<file path="src/rtl/fp32_pkg.sv">
// Shared FP32 field constants, canonical encodings and the operand class struct.
package fp32_pkg;

    localparam int EXP_W = 8;
    localparam int MAN_W = 23;

    localparam logic [EXP_W-1:0] EXP_MAX = 8'hFF;

    localparam logic [31:0] QNAN     = 32'h7FC0_0000;
    localparam logic [31:0] POS_ZERO = 32'h0000_0000;
    localparam logic [31:0] NEG_ZERO = 32'h8000_0000;
    localparam logic [31:0] POS_INF  = 32'h7F80_0000;
    localparam logic [31:0] NEG_INF  = 32'hFF80_0000;

    typedef struct packed {
        logic is_zero;
        logic is_inf;
        logic is_nan;
        logic is_sub;
    } fp32_class_t;

    // Subnormals and normals both count as nonzero finite.
    function automatic logic is_nonzero_finite(input fp32_class_t c);
        return c.is_sub | ~(c.is_zero | c.is_inf | c.is_nan);
    endfunction

    // Force the quiet bit while keeping sign and the low payload bits.
    function automatic logic [31:0] quiet_nan(input logic [31:0] x);
        return {x[31], EXP_MAX, 1'b1, x[MAN_W-2:0]};
    endfunction

endpackage

</file>
<file path="src/rtl/fp32_classify.sv">
// Combinational FP32 operand classifier: zero, infinity, NaN, subnormal.
module fp32_classify
    import fp32_pkg::*;
(
    input  logic [31:0]  x_i,
    output fp32_class_t  cls_o
);

    logic exp_zero;
    logic exp_max;
    logic man_zero;

    assign exp_zero = (x_i[30:23] == '0);
    assign exp_max  = (x_i[30:23] == EXP_MAX);
    assign man_zero = (x_i[22:0] == '0);

    assign cls_o.is_zero = exp_zero & man_zero;
    assign cls_o.is_inf  = exp_max & man_zero;
    assign cls_o.is_nan  = exp_max & ~man_zero;
    assign cls_o.is_sub  = exp_zero & ~man_zero;

endmodule

</file>
<file path="src/rtl/special_add.sv">
// FP32 add/sub special-case resolver with a single output register stage.
// Optional build macro: SPECIAL_ADD_NAN_PAYLOAD_EN (propagate quieted NaN payloads).
module special_add
    import fp32_pkg::*;
(
    input  logic        clk,
    input  logic        rst,
    input  logic [31:0] a,
    input  logic [31:0] b,
    input  logic        symbol,
    output logic [31:0] out,
    output logic        check_special
);

    fp32_class_t a_cls;
    fp32_class_t b_cls;

    fp32_classify u_cls_a (.x_i(a), .cls_o(a_cls));
    fp32_classify u_cls_b (.x_i(b), .cls_o(b_cls));

    logic        sb;
    logic [31:0] nan_res;
    logic [31:0] out_d, out_q;
    logic        special_d, special_q;

    assign sb = b[31] ^ symbol;

`ifdef SPECIAL_ADD_NAN_PAYLOAD_EN
    // B's payload keeps B's own sign bit, not the effective sign.
    assign nan_res = a_cls.is_nan ? quiet_nan(a) : quiet_nan(b);
`else
    assign nan_res = QNAN;
`endif

    always_comb begin
        out_d     = POS_ZERO;
        special_d = 1'b1;
        if (a_cls.is_nan | b_cls.is_nan) begin
            out_d = nan_res;
        end else if (a_cls.is_inf & b_cls.is_inf) begin
            out_d = (a[31] == sb) ? a : QNAN;
        end else if (a_cls.is_inf) begin
            out_d = a;
        end else if (b_cls.is_inf) begin
            out_d = {sb, b[30:0]};
        end else if (a_cls.is_zero & b_cls.is_zero) begin
            out_d = (a[31] & sb) ? NEG_ZERO : POS_ZERO;
        end else if (a_cls.is_zero) begin
            out_d = {sb, b[30:0]};
        end else if (b_cls.is_zero) begin
            out_d = a;
        end else if ((a[30:0] == b[30:0]) && is_nonzero_finite(a_cls) &&
                     is_nonzero_finite(b_cls) && (a[31] != sb)) begin
            out_d = POS_ZERO;
        end else begin
            special_d = 1'b0;
        end
    end

    always_ff @(posedge clk) begin
        if (rst) begin
            out_q     <= POS_ZERO;
            special_q <= 1'b0;
        end else begin
            out_q     <= out_d;
            special_q <= special_d;
        end
    end

    assign out           = out_q;
    assign check_special = special_q;

endmodule

</file>
<file path="config.mk">
export PLATFORM = sky130hd
export DESIGN_NAME = special_add
export DESIGN_NICKNAME = d
export VERILOG_FILES = /design/src/rtl/fp32_pkg.sv /design/src/rtl/fp32_classify.sv /design/src/rtl/special_add.sv
export SDC_FILE = /design/constraint.sdc
export NUM_CORES = 1
export LEC_CHECK = 0
export ABC_AREA = 0
export CORE_MARGIN = 2
export CORE_UTILIZATION = 37
export CTS_BUF_LIST = sky130_fd_sc_hd__clkbuf_4 sky130_fd_sc_hd__clkbuf_8
export CTS_CLUSTER_DIAMETER = 100
export DETAILED_ROUTE_END_ITERATION = 8
export PLACE_DENSITY = 0.81
export SLEW_MARGIN = 20
export SYNTH_ARGS = -nofsm -noshare
export SYNTH_HDL_FRONTEND = slang
export SYNTH_HIERARCHICAL = 1
export SYNTH_SLANG_ARGS = --single-unit
export TNS_END_PERCENT = 100
</file>
<file path="constraint.sdc">
create_clock -name clk -period 2.06 [get_ports clk]
set_input_delay 0.206 -clock clk [delete_from_list [all_inputs] [get_ports clk]]
set_output_delay 0.206 -clock clk [all_outputs]
set_load 0.005 [all_outputs]
</file>
==> impl_metrics.env, run 1 <==
export IMPL_ir_drop_uv=260.5
export IMPL_synth_area_mux_share_pct=0.5145
export IMPL_crit_chain="clkdlybuf4s50_1 -> nor4_2 -> buf_4 -> nand2_2 -> nor3_4 -> inv_2 -> o21ai_2 -> buf_6 -> a32oi_2 -> nor2_1"
export IMPL_synth_compound_area_share_pct=20.96
export IMPL_hpwl_mm=6.338
export IMPL_yosys_area_top_type="dfxtp_1"
export IMPL_dieArea_sq_um=5855
export IMPL_synth_xor_area_share_pct=14.41
export IMPL_hp_class="in2reg"
export IMPL_worstSetupPathType="in2reg"
export IMPL_hold_ws_ns=0.3207
export IMPL_worst_pin_slew_ns=0.3746
export IMPL_grt_pass1_vias=2926
export IMPL_die_w_um=76.52
export IMPL_max_cap_violations=0
export IMPL_synth_top_family_by_area="simple AND/OR/NAND/NOR gates"
export IMPL_path_clk_slew_ns=0.06
export IMPL_ctsLongestPathBuffers=2
export IMPL_utilization_pct=82.15
export IMPL_finalSetupViolations=11
export IMPL_ys_types=37
export IMPL_numCtsBuffers=5
export IMPL_synth_simple_area_share_pct=25.21
export IMPL_slowest_stage="clkdlybuf4s50_1"
export IMPL_synth_area_top_cells="dfxtp_1 34%, xnor2_1 13%, a32oi_1 9.9%"
export IMPL_wl_mm=10.87
export IMPL_failed_checks="setup timing"
export IMPL_synth_nets=293
export IMPL_startpoint_type="input pin"
export IMPL_grt_use_total_pct=31.48
export IMPL_max_freq_ghz=0.4686
export IMPL_area_delta_synth_final_pct=114.3
export IMPL_period_minus_slack_ns=2.134
export IMPL_syn_inst=225
export IMPL_drt_iter0_markers=333
export IMPL_vias=3036
export IMPL_fp_row_count=26
export IMPL_drc_errors=0
export IMPL_status="finished with violations"
export IMPL_min_from="b[0]"
export IMPL_relSlewSlack_pct=74.80
export IMPL_nFillCells=296
export IMPL_final_common_cell="buf_4"
export IMPL_ys_seq_area_share_pct=33.95
export IMPL_ys_seq_elements=33
export IMPL_wl_per_cell_um=22.31
export IMPL_crit_path_end_kind="register"
export IMPL_synth_area_sq_um=1946
export IMPL_slowest_delay_ns=0.45
export IMPL_synthAdderAreaFrac_pct=0.6431
export IMPL_async_reset_ff_share_pct=0
export IMPL_dr_pass1_iters=5
export IMPL_clock_sinks=33
export IMPL_hold_path_end="out[0]"
export IMPL_cp_max_fo=14
export IMPL_postRouteAntennaNets=0
export IMPL_vias_per_cell=6.234
export IMPL_drv_slew=0
export IMPL_htreeDepth=2
export IMPL_grt_first_pass_wirelength_mm=14.69
export IMPL_synth_top_area_share_pct=33.95
export IMPL_period_share_pct=103.6
export IMPL_pwr_density_cell_nw_per_um2=379.7
export IMPL_syn_avg_cell_area_sq_um=8.647
export IMPL_p_leak_nw=1.918
export IMPL_die_h_um=76.52
export IMPL_cts_hold_buf=0
export IMPL_io_pins=100
export IMPL_grt_ovfl_total=0
export IMPL_yosysWarnings=6
export IMPL_synth_ff_type="dfxtp_1"
export IMPL_gp_congestion=0.9013
export IMPL_hold_viol=0
export IMPL_io_buffer_count=99
export IMPL_worst_ep_arrival_time_ns=2.34
export IMPL_crit_buf_inv=4
export IMPL_cts_tree="yes"
export IMPL_start_util_pct=38.34
export IMPL_grt_antenna_before_repair=1
export IMPL_required_ns=2.26
export IMPL_nets=484
export IMPL_drive_gt1_share_pct=35.58
export IMPL_final_cell_mix="91 x buf_4, 46 x clkdlybuf4s50_1, 42 x dlymetal6s2s_1"
export IMPL_worstHoldPathCells=4
export IMPL_cp_top_family="buffers and inverters"
export IMPL_grt_max_degree=15
export IMPL_worst_slack_ns=-0.07424
export IMPL_core_area_sq_um=5075
export IMPL_synth_edf_count=0
export IMPL_cts_root_buf="clkbuf_8"
## registers in the layout, summed over array words and instances (netlist names)
signal         flops
out               32
check_special      1
## cells in the mapped netlist (3+ instances only)
cell / number
dfxtp_1: 33
xnor2_1: 29
nor2_1: 24
a32oi_1: 22
nand2_1: 13
nand4_1: 13
nor4_1: 11
a31oi_1: 9
nor3_1: 9
o21ai_0: 8
a21oi_1: 7
nor4_2: 6
clkbuf_1: 5
buf_2: 4
xor2_1: 3
## stage by stage
step | TNS, ns | instances | instance area [sq um] | total power (W) | setup WS [ns]
2_1_floorplan | 0 | 225 | 1946 | 0.0007393 | 0.1207
3_3_place_gp | -11.62 | 473 | 3664 | 0.001034 | -0.4063
3_5_place_dp | -15.20 | 473 | 3664 | 0.001043 | -0.5231
4_1_cts | 0 | 483 | 3874 | 0.001559 | 0.0009079
5_1_grt | -1.153 | 487 | 4169 | 0.001637 | -0.1161
6_report | -0.3010 | 487 | 4169 | 0.001583 | -0.07424
## how the worst max path moves through the flow
stage | start | endpoint | slack, ns | cells after the start
global placement | b[4] | out[10] | -0.41 | 9
global route | b[27] | check_special | -0.12 | 10
CTS | b[2] | out[4] | 0.0009 | 9
finish | a[4] | out[12] | -0.07 | 10
detailed placement | a[2] | out[10] | -0.52 | 9
floorplan | a[16] | out[22] | 0.12 | 8
## kinds of logic after synthesis
logic type | after synthesis
and+or+nand+nor | 88
AOI/OAI and AO/OA | 55
DFF | 33
xor gates and xnor gates | 32
buffers and inverters | 15
muxes | 1
adders and majority gates | 1
## routing by layer
metal,track usage (%),part of all wire (%),wire length [um],vias up
met5,0,0,0,-
met4,17.64,8.2,888,0
met3,8.412,8.9,968,89
met2,55.40,48,5210,279
met1,34.04,35,3800,1426
li1,-,-,-,1242
## worst min-delay path, stage by stage
cell and delay [ns]:
clkbuf_2 0.12, buf_4 0.12, a32oi_1 0.05, nor2_1 0.08
## report_power, final
| group | switching (W) | internal [W] |
|---|---|---|
| clock network | 0.000232 | 0.000278 |
| registers | 0.000000163 | 0.000639 |
| logic | 0.000201 | 0.000234 |
## area by class of cell
type                       count  area [sq um]  area share (%)
antenna                        1         2.502         0.06002
multi-input combinational    177          1461           35.05
sequential                    33         660.6           15.85
inverter                       2         7.507          0.1801
clock buffer                   7         90.09           2.161
timing repair buffer         197          1859           44.60
tap                           70         87.58           2.101
## timing repair
action,in CTS,in global routing
pin swaps,12,29
resized for setup,28,84
setup buffers,3,2
endpoints found under the setup margin,33,33
gates cloned,0,1
Power figures use the tool's default switching activity.
==> run 2: changes to the inputs <==
--- a/config.mk
+++ b/config.mk
@@ -11,6 +11,7 @@
 export CTS_BUF_LIST = sky130_fd_sc_hd__clkbuf_4 sky130_fd_sc_hd__clkbuf_8
 export CTS_CLUSTER_DIAMETER = 100
 export DETAILED_ROUTE_END_ITERATION = 8
+export HOLD_SLACK_MARGIN = 0.03
 export PLACE_DENSITY = 0.81
 export SLEW_MARGIN = 20
 export SYNTH_ARGS = -nofsm -noshare
==> results of run 2 <==
No change in the layout: final DEF, timing and power equal those of run 1.
